===== config.mk =====
export PLATFORM = sky130hd
export DESIGN_NAME = regfile_port_sched_flat
export DESIGN_NICKNAME = d
export VERILOG_FILES = /design/src/rtl/regfile_port_sched_pkg.sv /design/src/rtl/regfile_port_sched_if.sv /design/src/rtl/regfile_port_sched_rf_wr_rr_arb.sv /design/src/rtl/regfile_port_sched.sv /design/src/flat_wrapper.sv
export SDC_FILE = /design/constraint.sdc
export NUM_CORES = 1
export LEC_CHECK = 0
export CAP_MARGIN = 20
export CORE_MARGIN = 3
export CORE_UTILIZATION = 32
export CTS_BUF_LIST = sky130_fd_sc_hd__clkbuf_8
export DETAILED_ROUTE_END_ITERATION = 16
export GPL_ROUTABILITY_DRIVEN = 1
export PLACE_DENSITY = 0.75
export SLEW_MARGIN = 10
export SYNTH_ARGS = -nofsm -noshare
export SYNTH_HDL_FRONTEND = slang
export SYNTH_SLANG_ARGS = --single-unit

===== constraint.sdc =====
create_clock -name i_clk -period 2 [get_ports i_clk]
set_input_delay 0.3 -clock i_clk [delete_from_list [all_inputs] [get_ports i_clk]]
set_output_delay 0.3 -clock i_clk [all_outputs]
set_load 0.005 [all_outputs]

===== src/rtl/regfile_port_sched_pkg.sv =====
// rtl/regfile_port_sched_pkg.sv - shared constants and encodings for the regfile port scheduler
// Purpose: data/address widths, the x0 index, grant and issue-stage encodings.
// Ports: none (package).
package regfile_port_sched_pkg;

  localparam int DATA_W = 32;
  localparam int ADDR_W = 5;

  localparam logic [ADDR_W-1:0] REG_ZERO = 5'd0;

  // Who owns the regfile port in the cycle after the current one
  typedef enum logic [1:0] {
    GNT_NONE = 2'd0,
    GNT_RD   = 2'd1,
    GNT_W0   = 2'd2,
    GNT_W1   = 2'd3
  } gnt_e;

  typedef enum logic [1:0] {
    ST_IDLE = 2'd0,
    ST_RD   = 2'd1,
    ST_WR   = 2'd2
  } issue_st_e;

endpackage


===== src/rtl/regfile_port_sched_if.sv =====
// rtl/regfile_port_sched_if.sv - client and regfile bus bundle for the port scheduler
// Purpose: groups the read client, the two write clients, the read response and the
//          regfile drive/return signals.
// Modports:
//   slave  - scheduler view (takes requests, drives readies, response and regfile controls)
//   master - environment view (clients plus the regfile itself)
interface regfile_port_sched_if
  import regfile_port_sched_pkg::*;
#(
  parameter int P_DATA_W = DATA_W,
  parameter int P_ADDR_W = ADDR_W
);

  // read client
  logic                rq_valid;
  logic                rq_ready;
  logic [P_ADDR_W-1:0] rq_rs1;
  logic [P_ADDR_W-1:0] rq_rs2;
  // read response
  logic                rsp_valid;
  logic [P_DATA_W-1:0] rsp_rs1_data;
  logic [P_DATA_W-1:0] rsp_rs2_data;
  // write client 0 (ALU writeback)
  logic                w0_valid;
  logic                w0_ready;
  logic [P_ADDR_W-1:0] w0_rd;
  logic [P_DATA_W-1:0] w0_data;
  // write client 1 (load return)
  logic                w1_valid;
  logic                w1_ready;
  logic [P_ADDR_W-1:0] w1_rd;
  logic [P_DATA_W-1:0] w1_data;
  // regfile port
  logic                rf_read;
  logic [P_ADDR_W-1:0] rf_rd;
  logic [P_ADDR_W-1:0] rf_rs1;
  logic [P_ADDR_W-1:0] rf_rs2;
  logic [P_DATA_W-1:0] rf_data_in;
  logic [P_DATA_W-1:0] rf_rs1_out;
  logic [P_DATA_W-1:0] rf_rs2_out;

  modport slave (
    input  rq_valid, rq_rs1, rq_rs2,
    output rq_ready,
    output rsp_valid, rsp_rs1_data, rsp_rs2_data,
    input  w0_valid, w0_rd, w0_data,
    output w0_ready,
    input  w1_valid, w1_rd, w1_data,
    output w1_ready,
    output rf_read, rf_rd, rf_rs1, rf_rs2, rf_data_in,
    input  rf_rs1_out, rf_rs2_out
  );

  modport master (
    output rq_valid, rq_rs1, rq_rs2,
    input  rq_ready,
    input  rsp_valid, rsp_rs1_data, rsp_rs2_data,
    output w0_valid, w0_rd, w0_data,
    input  w0_ready,
    output w1_valid, w1_rd, w1_data,
    input  w1_ready,
    input  rf_read, rf_rd, rf_rs1, rf_rs2, rf_data_in,
    output rf_rs1_out, rf_rs2_out
  );

endinterface


===== src/rtl/regfile_port_sched_rf_wr_rr_arb.sv =====
// rtl/regfile_port_sched_rf_wr_rr_arb.sv - two-way round-robin between the write clients
// Purpose: picks W0 or W1 when the top decides a write owns the next slot.
// Ports:
//   i_clk, i_rst   clock, synchronous active-high reset
//   i_req[1:0]     write requests (bit0 = W0, bit1 = W1)
//   i_grant_en     a write slot is available this cycle
//   o_gnt[1:0]     one-hot grant, zero when i_grant_en is low
module rf_wr_rr_arb (
  input  logic       i_clk,
  input  logic       i_rst,
  input  logic [1:0] i_req,
  input  logic       i_grant_en,
  output logic [1:0] o_gnt
);

  // 1 = W1 won the most recent tie; reset to W1 so the first tie goes to W0
  logic r_rr_last;
  logic [1:0] w_sel;

  always_comb begin
    w_sel = 2'b00;
    case (i_req)
      2'b01:   w_sel = 2'b01;
      2'b10:   w_sel = 2'b10;
      2'b11:   w_sel = r_rr_last ? 2'b01 : 2'b10;
      default: w_sel = 2'b00;
    endcase
  end

  assign o_gnt = i_grant_en ? w_sel : 2'b00;

  // Only a contested grant moves the pointer; an uncontested grant says nothing about fairness
  always_ff @(posedge i_clk) begin
    if (i_rst) begin
      r_rr_last <= 1'b1;
    end else if (i_grant_en && (i_req == 2'b11)) begin
      r_rr_last <= w_sel[1];
    end
  end

endmodule


===== src/rtl/regfile_port_sched.sv =====
// rtl/regfile_port_sched.sv - single-mode 32x32 regfile port scheduler (1 reader, 2 writers)
// Purpose: arbitrates one read client against two write clients for a regfile that either
//          reads two ports or writes one port per cycle, through one registered issue stage.
// Ports:
//   i_clk, i_rst   clock, synchronous active-high reset
//   io (slave)     rq_* read request, rsp_* read response (2 cycles after accept),
//                  w0_*/w1_* write requests, rf_* regfile controls and read data
module regfile_port_sched
  import regfile_port_sched_pkg::*;
#(
  parameter int P_DATA_W       = DATA_W,
  parameter int P_ADDR_W       = ADDR_W,
  parameter int P_STARVE_LIMIT = 4
) (
  input  logic                 i_clk,
  input  logic                 i_rst,
  regfile_port_sched_if.slave  io
);

  localparam logic [3:0] STARVE_MAX = 4'(P_STARVE_LIMIT);

  logic [3:0]          r_starve_cnt;
  issue_st_e           r_state;
  logic                r_rf_read;
  logic [P_ADDR_W-1:0] r_rf_rd;
  logic [P_ADDR_W-1:0] r_rf_rs1;
  logic [P_ADDR_W-1:0] r_rf_rs2;
  logic [P_DATA_W-1:0] r_rf_data_in;
  logic                r_rsp_valid;
  logic [P_DATA_W-1:0] r_rsp_rs1_data;
  logic [P_DATA_W-1:0] r_rsp_rs2_data;

  logic                w_any_wr;
  logic                w_rd_gnt;
  logic                w_wr_en;
  logic [1:0]          w_arb_gnt;
  gnt_e                w_gnt;
  logic [P_ADDR_W-1:0] w_wr_rd;
  logic [P_DATA_W-1:0] w_wr_data;

  // A read wins unless writes have waited through STARVE_MAX read grants
  always_comb begin
    w_any_wr = io.w0_valid | io.w1_valid;
    w_rd_gnt = io.rq_valid & (~w_any_wr | (r_starve_cnt < STARVE_MAX));
    w_wr_en  = w_any_wr & ~w_rd_gnt;
  end

  rf_wr_rr_arb u_wr_arb (
    .i_clk      (i_clk),
    .i_rst      (i_rst),
    .i_req      ({io.w1_valid, io.w0_valid}),
    .i_grant_en (w_wr_en),
    .o_gnt      (w_arb_gnt)
  );

  always_comb begin
    w_gnt = GNT_NONE;
    if (w_rd_gnt)          w_gnt = GNT_RD;
    else if (w_arb_gnt[0]) w_gnt = GNT_W0;
    else if (w_arb_gnt[1]) w_gnt = GNT_W1;
  end

  assign w_wr_rd   = w_arb_gnt[1] ? io.w1_rd   : io.w0_rd;
  assign w_wr_data = w_arb_gnt[1] ? io.w1_data : io.w0_data;

  assign io.rq_ready = w_rd_gnt;
  assign io.w0_ready = w_arb_gnt[0];
  assign io.w1_ready = w_arb_gnt[1];

  // Counts reads granted over a waiting write; any write grant (x0 included) clears it
  always_ff @(posedge i_clk) begin
    if (i_rst) begin
      r_starve_cnt <= 4'd0;
    end else if (w_wr_en) begin
      r_starve_cnt <= 4'd0;
    end else if (w_rd_gnt && w_any_wr) begin
      r_starve_cnt <= r_starve_cnt + 4'd1;
    end
  end

  // Issue stage and response capture. Regfile data is sampled at the end of the RD cycle.
  always_ff @(posedge i_clk) begin
    if (i_rst) begin
      r_state        <= ST_IDLE;
      r_rf_read      <= 1'b1;
      r_rf_rd        <= '0;
      r_rf_rs1       <= '0;
      r_rf_rs2       <= '0;
      r_rf_data_in   <= '0;
      r_rsp_valid    <= 1'b0;
      r_rsp_rs1_data <= '0;
      r_rsp_rs2_data <= '0;
    end else begin
      r_rsp_valid <= (r_state == ST_RD);
      if (r_state == ST_RD) begin
        r_rsp_rs1_data <= io.rf_rs1_out;
        r_rsp_rs2_data <= io.rf_rs2_out;
      end

      r_state      <= ST_IDLE;
      r_rf_read    <= 1'b1;
      r_rf_rd      <= '0;
      r_rf_rs1     <= '0;
      r_rf_rs2     <= '0;
      r_rf_data_in <= '0;
      case (w_gnt)
        GNT_RD: begin
          r_state  <= ST_RD;
          r_rf_rs1 <= io.rq_rs1;
          r_rf_rs2 <= io.rq_rs2;
        end
        GNT_W0, GNT_W1: begin
          // x0 writes are accepted but swallowed here: the slot stays idle
          if (w_wr_rd != REG_ZERO) begin
            r_state      <= ST_WR;
            r_rf_read    <= 1'b0;
            r_rf_rd      <= w_wr_rd;
            r_rf_data_in <= w_wr_data;
          end
        end
        default: ;
      endcase
    end
  end

  assign io.rf_read      = r_rf_read;
  assign io.rf_rd        = r_rf_rd;
  assign io.rf_rs1       = r_rf_rs1;
  assign io.rf_rs2       = r_rf_rs2;
  assign io.rf_data_in   = r_rf_data_in;
  assign io.rsp_valid    = r_rsp_valid;
  assign io.rsp_rs1_data = r_rsp_rs1_data;
  assign io.rsp_rs2_data = r_rsp_rs2_data;

endmodule


===== src/flat_wrapper.sv =====
// flat-port wrapper written by rule: the top's interface ports become plain ports
module regfile_port_sched_flat import regfile_port_sched_pkg::*;
#(
  parameter int P_DATA_W       = DATA_W,
  parameter int P_ADDR_W       = ADDR_W,
  parameter int P_STARVE_LIMIT = 4
)
  (i_clk, i_rst, io_rq_valid, io_rq_rs1, io_rq_rs2, io_rq_ready, io_rsp_valid, io_rsp_rs1_data, io_rsp_rs2_data, io_w0_valid, io_w0_rd, io_w0_data, io_w0_ready, io_w1_valid, io_w1_rd, io_w1_data, io_w1_ready, io_rf_read, io_rf_rd, io_rf_rs1, io_rf_rs2, io_rf_data_in, io_rf_rs1_out, io_rf_rs2_out);
  regfile_port_sched_if #(.P_DATA_W(P_DATA_W), .P_ADDR_W(P_ADDR_W)) io_i ();
  input  logic i_clk;
  input  logic i_rst;
  input wire logic [$bits(io_i.rq_valid)-1:0] io_rq_valid;
  input wire logic [$bits(io_i.rq_rs1)-1:0] io_rq_rs1;
  input wire logic [$bits(io_i.rq_rs2)-1:0] io_rq_rs2;
  output wire logic [$bits(io_i.rq_ready)-1:0] io_rq_ready;
  output wire logic [$bits(io_i.rsp_valid)-1:0] io_rsp_valid;
  output wire logic [$bits(io_i.rsp_rs1_data)-1:0] io_rsp_rs1_data;
  output wire logic [$bits(io_i.rsp_rs2_data)-1:0] io_rsp_rs2_data;
  input wire logic [$bits(io_i.w0_valid)-1:0] io_w0_valid;
  input wire logic [$bits(io_i.w0_rd)-1:0] io_w0_rd;
  input wire logic [$bits(io_i.w0_data)-1:0] io_w0_data;
  output wire logic [$bits(io_i.w0_ready)-1:0] io_w0_ready;
  input wire logic [$bits(io_i.w1_valid)-1:0] io_w1_valid;
  input wire logic [$bits(io_i.w1_rd)-1:0] io_w1_rd;
  input wire logic [$bits(io_i.w1_data)-1:0] io_w1_data;
  output wire logic [$bits(io_i.w1_ready)-1:0] io_w1_ready;
  output wire logic [$bits(io_i.rf_read)-1:0] io_rf_read;
  output wire logic [$bits(io_i.rf_rd)-1:0] io_rf_rd;
  output wire logic [$bits(io_i.rf_rs1)-1:0] io_rf_rs1;
  output wire logic [$bits(io_i.rf_rs2)-1:0] io_rf_rs2;
  output wire logic [$bits(io_i.rf_data_in)-1:0] io_rf_data_in;
  input wire logic [$bits(io_i.rf_rs1_out)-1:0] io_rf_rs1_out;
  input wire logic [$bits(io_i.rf_rs2_out)-1:0] io_rf_rs2_out;
  assign io_i.rq_valid = io_rq_valid;
  assign io_i.rq_rs1 = io_rq_rs1;
  assign io_i.rq_rs2 = io_rq_rs2;
  assign io_rq_ready = io_i.rq_ready;
  assign io_rsp_valid = io_i.rsp_valid;
  assign io_rsp_rs1_data = io_i.rsp_rs1_data;
  assign io_rsp_rs2_data = io_i.rsp_rs2_data;
  assign io_i.w0_valid = io_w0_valid;
  assign io_i.w0_rd = io_w0_rd;
  assign io_i.w0_data = io_w0_data;
  assign io_w0_ready = io_i.w0_ready;
  assign io_i.w1_valid = io_w1_valid;
  assign io_i.w1_rd = io_w1_rd;
  assign io_i.w1_data = io_w1_data;
  assign io_w1_ready = io_i.w1_ready;
  assign io_rf_read = io_i.rf_read;
  assign io_rf_rd = io_i.rf_rd;
  assign io_rf_rs1 = io_i.rf_rs1;
  assign io_rf_rs2 = io_i.rf_rs2;
  assign io_rf_data_in = io_i.rf_data_in;
  assign io_i.rf_rs1_out = io_rf_rs1_out;
  assign io_i.rf_rs2_out = io_rf_rs2_out;
  regfile_port_sched #(.P_DATA_W(P_DATA_W), .P_ADDR_W(P_ADDR_W), .P_STARVE_LIMIT(P_STARVE_LIMIT)) u_core (.i_clk(i_clk), .i_rst(i_rst), .io(io_i));
endmodule

# Word level (Yosys, flattened, before mapping)
# Index checks and enable logic that the tools add are counted.
[totals] register_bits=120 input_bits=153 out_inout_bits=116 word_cells=48
[classes] add_sub_neg=1 order_cmp=1 eq_ne=7 n_mux=11 bitwise_logic=9 n_reduce_logical=8
[op_table] operator="$mux 32" n=1
[op_table] operator="$mux 2" n=6
[op_table] operator="$eq 2x2->1 const B" n=4
[op_table] operator="$reduce_or 2->1" n=4
[op_table] operator="$eq 2x1->1 const B" n=3
[op_table] operator="$pmux 2 s3" n=1
[op_table] operator="$mux 5" n=1
[op_table] operator="$not 1->1" n=5
[op_table] operator="$reduce_bool 5->1" n=1
[op_table] operator="$add 4x1->4 const B" n=1
[op_table] operator="$lt 4x3->1 const B" n=1
[op_table] operator="$pmux 2 s2" n=1
[op_table] operator="$reduce_or 3->1" n=1
[op_table] operator="$and 1x1->1" n=2
[op_table] operator="$logic_and 1x1->1" n=2
[op_table] operator="$or 1x1->1" n=2
[op_table] operator="$mux 1" n=1

# Longest topological paths before layout
[depth] depth_word=14 depth_mapped=5

# Cells and area by module
# From an unflattened synthesis, not the netlist that was laid out.
[hier_totals] cells_unflattened=469 hier_area_um2=4272.8
[modules_own_cells] mod="regfile_port_sched" instances=1 cells_each=460 area_per_inst_um2=4209.0
[modules_own_cells] mod="rf_wr_rr_arb" instances=1 cells_each=9 area_per_inst_um2=63.8

# Least setup slack after synthesis
# No wires, ideal clock.
[synth_timing] path_type="input port to flip-flop" from="input port io_w0_rd[3]" to="register u_core.r_rf_data_in[22], in the netlist u_core.io.rf_data_in[22]" setup_time_ps=130 arrival_time_ps=1422 t_required_ps=1870 setup_slack_ps=447 path_stages=4 path_buffers=1 cell_sequence="or4_4 > a211oi_4 > buf_6 > nor4_1"
[synth_between] elab_chain_cells=4
[synth_rtl] element="from (decl)" line="flat_wrapper.sv:20" rtl="input wire logic [$bits(io_i.w0_rd)-1:0] io_w0_rd;"
[synth_rtl] element="$mux 5" line="regfile_port_sched.sv:63" rtl="assign w_wr_rd = w_arb_gnt[1] ? io.w1_rd : io.w0_rd;"
[synth_rtl] element="$reduce_bool 5->1" line="regfile_port_sched.sv:114" rtl="if (w_wr_rd != REG_ZERO) begin"
[synth_rtl] element="$not 1->1 (no line)"
[synth_rtl] element="$reduce_or 3->1 (no line)"
[synth_rtl] element="to (signal assigned)" line="regfile_port_sched.sv:118" rtl="r_rf_data_in <= w_wr_data;"
[synth_rtl] element="to (decl)" line="regfile_port_sched.sv:28" rtl="logic [P_DATA_W-1:0] r_rf_data_in;"
# No other way between the ends.
# A chain may end at the register's enable or synchronous reset.

# Worst setup path in the final report
[layout_timing] from="input port io_w1_valid" to="output port io_rq_ready"
[layout_between] elab_chain_cells=4
[layout_rtl] element="from (decl)" line="flat_wrapper.sv:23" rtl="input wire logic [$bits(io_i.w1_valid)-1:0] io_w1_valid;"
[layout_rtl] element="$or 1x1->1" line="regfile_port_sched.sv:43" rtl="w_any_wr = io.w0_valid | io.w1_valid;"
[layout_rtl] element="$not 1->1" line="regfile_port_sched.sv:44" rtl="w_rd_gnt = io.rq_valid & (~w_any_wr | (r_starve_cnt < STARVE_MAX));"
[layout_rtl] element="$or 1x1->1" line="regfile_port_sched.sv:44"
[layout_rtl] element="$and 1x1->1" line="regfile_port_sched.sv:44"
[layout_rtl] element="to (decl)" line="flat_wrapper.sv:15" rtl="output wire logic [$bits(io_i.rq_ready)-1:0] io_rq_ready;"
# No other way between the ends.

==> impl_metrics.yaml <==
global_route:
  grt-ovfl-total: 0
  grt_pass1_vias: 4370
  grt_usage_pct: 18.0
  grt_pass1_wl_um: 21200
  grt_max_degree: 73
  grt_antenna_before_repair: 0
cells_and_area:
  drive_gt1_share_pct: 9.31
  fin_util_pct: 58.6
  finish.instance_area_mm2: 0.00779
  fillers: 1172
  syn2layout_area_growth_pct: 78.9
  final_nets: 905
  antenna_cells: 0
sta:
  worst_slack_ns: 0.248
  slew_violations: 0
  grt_setup_unrepaired: "no"
  fin_tns_setup_ns: 0
  post-route-period-util_pct: 87.6
  final-hold-violation-count: 0
  fin_worst_skew_ns: 0.00615
  slew_headroom_pct: 57.9
  fmax_mhz: 571
  finalCriticalPeriod_ns: 1.75
  setup-violations-final: 0
  worst_slew_pin_slew_ns: 0.631
hold_path:
  hold_class: "in -> reg"
clock_network:
  cts_tree: "done"
  clockRootBuffer: "clkbuf_8"
  cts.sinks: 120
  cts_max_level: 4
  cts_hold_buffers: 0
  cts_buffers: 17
  clk_latency_ns: 0.42
  clk_pin_slew_ns: 0.07
  clockBufferDepth: 2
detailed_routing:
  first_pass_iters: 7
  wirelength_um: 13900
  antenna_left: 0
  detail_route.wl_per_cell_um: 14.8
  drt_iter0_drc: 251
  vias: 4360
  routed_via_density: 4.64
  drc: 0
critical_path:
  cp-endpoint: "io_rq_ready"
  criticalPathCategory: "in -> out"
  startpoint: "io_w1_valid"
  crit_arrival_ns: 1.45
  critPathLaunchType: "primary input"
  reg2reg_depth: 6
  rrSetupSlack_ns: 0.45
  r2r-start: "u_core.r_starve_cnt[3]"
  worst_setup_path_end_kind: "output pin"
  reg2reg_to: "u_core.io.rf_read"
  required_ns: 1.70
  crit_path_max_fanout: 6
die:
  die_height_um: 123
  die_area_mm2: 0.0151
  num_rows: 42
  coreArea_mm2: 0.0133
  ios: 269
  start_util_pct: 32.8
  die_w_um: 123
placed_design:
  io_buffers: 268
  place_hpwl_um: 10700
  gp_congestion: 0.832
  dpl-instance-area_mm2: 0.00734
  dp_slack_ns: -0.0831
outcome:
  status: "completed"
run:
  maxCapViolations: 0
logic_synthesis:
  synth_top_area_share_pct: 55.1
  synth_area_mm2: 0.00436
  syn_area_per_cell_um2: 9.13
  syn-instance-count: 477
  yosysTopAreaCell: "dfxtp_1"
  yosysSeqAreaShare_pct: 55.1
  synth_edf_count: 0
  yosys.cell_types.count: 35
  async_flop_share_pct: 0
  ys.flop_type: "dfxtp_1"
  synth.area.top_cells: "dfxtp_1 55%, nand2_1 12%, a21oi_1 8.3%"
  synth-seq-cells: 120
  synth-compound-area-share_pct: 9.94
  syn_nets: 631
  synthSimpleGateAreaFrac_pct: 22.4
  synth_mux_area_share_pct: 7.58
  synth_xor_area_share_pct: 0
  ys.warnings.count: 0
  synthAdderAreaFrac_pct: 0.287
  synth_top_family_by_area: "simple AND/OR/NAND/NOR gates"
power_and_ir_drop:
  power.switching_w: 0.00127
  power_w: 0.00580
  p_per_area_mw_per_mm2: 745
  p_comb_share_pct: 15.3
  peakVddDrop_mv: 0.416
  leakage_nw: 3.04
  p_sw_share_pct: 21.8
  p_int_w: 0.00454
  sequentialPowerShare_pct: 43.9
  clkPwrFrac_pct: 40.8
[power by group through the flow]
stage	Clock, W	Combinational, W	Sequential (W)
5_1_grt	0.00254	0.000963	0.00255
6_report	0.00237	0.000889	0.00255
3_3_place_gp	0	0.000880	0.00259
3_5_place_dp	0	0.000896	0.00260
2_1_floorplan	0	0.000267	0.00260
4_1_cts	0.00243	0.000901	0.00255
[stage by stage]
stage	cells	hold WS, ns
2_1_floorplan	477	0.422
3_3_place_gp	908	0.441
3_5_place_dp	908	0.447
4_1_cts	939	0.317
5_1_grt	939	0.367
6_report	939	0.365
[worst min-delay path by stage]
stage / depth (start not counted) / from / slack, ns / end
4_1_cts: 3 / io_rq_valid / 0.32 / u_core.r_starve_cnt[1]
3_3_place_gp: 2 / u_core.io.rsp_rs1_data[18] / 0.44 / u_core.io.rsp_rs1_data[18]
6_report: 3 / io_rq_valid / 0.36 / u_core.r_starve_cnt[1]
5_1_grt: 3 / io_rq_valid / 0.37 / u_core.r_starve_cnt[1]
3_5_place_dp: 2 / u_core.io.rsp_rs1_data[31] / 0.45 / u_core.io.rsp_rs1_data[31]
2_1_floorplan: 1 / io_rq_rs1[0] / 0.42 / u_core.io.rf_rs1[0]
[cell usage in the layout, fill, tap and decap left out, drive strengths merged, types with 3 or more instances in the layout]
master         instances
nor2                   6
inv                    4
nand3                  3
mux2i                 33
dlygate4sd2            3
clkinv                 3
or4                    3
clkdlybuf4s50        262
nand2                137
clkbuf                21
buf                   25
and2                  10
nor4                  33
o21ai                  3
a21oi                 72
bufinv                 4
dfxtp                120
[synthesized netlist by cell type, types with 3 or more instances]
master      n
mux2i_1    33
and2_1     10
buf_4       4
nand3_1     3
nor2_1      6
buf_6       5
nor4_2      4
nand2_1   137
o21ai_0     3
dfxtp_1   120
a21oi_1    72
nor4_1     28
clkbuf_1   24
[worst max-delay path, cell delays in order]
cell             delay [ns]
clkdlybuf4s50_1        0.41
buf_4                  0.16
o22a_1                 0.19
nor2_1                 0.11
dlygate4sd2_1          0.28
[state kept, by name, indices dropped and copies added (netlist names)]
register / cells
u_core.io.rsp_rs1_data: 32
u_core.io.rf_data_in: 32
u_core.r_starve_cnt: 4
u_core.io.rf_rs2: 5
u_core.io.rsp_rs2_data: 32
u_core.u_wr_arb.r_rr_last: 1
u_core.io.rf_rd: 5
u_core.io.rf_read: 1
u_core.io.rf_rs1: 5
u_core.r_state: 2
u_core.io.rsp_valid: 1
[metal layers]
metal / up-vias / wire, µm / GRT usage, % / part of all wire (%)
met5: - / 0 / 0 / 0
met2: 200 / 6960 / 31.5 / 50
met1: 1972 / 5230 / 18.9 / 38
met3: 26 / 1330 / 7.00 / 9.6
li1: 2162 / - / - / -
met4: 0 / 351 / 8.75 / 2.5
[kinds of logic after synthesis]
family / Yosys count
and+or+nand+nor: 204
AOI/OAI and AO/OA: 80
buffers and inverters: 39
DFF: 120
adders and majority gates: 1
muxes: 33
[cell type report]
cell class	instances	area (µm²)	area share (%)
clock buffer	21	289	3.71
clock inverter	10	150	1.93
inverter	2	7.51	0.0963
multi-input combinational	318	1770	22.7
sequential	120	2410	30.9
tap	176	220	2.83
timing repair buffer	292	2950	37.9
[repair_timing]
action / 4_1_cts / 5_1_grt
endpoints found under the setup margin: 3 / 2
gates resized for setup: 6 / 4
pin swaps: 1 / 1
setup buffers: 0 / 0
hold endpoints to repair: 0 / 0
No activity file was read; power rests on OpenSTA's default activity.
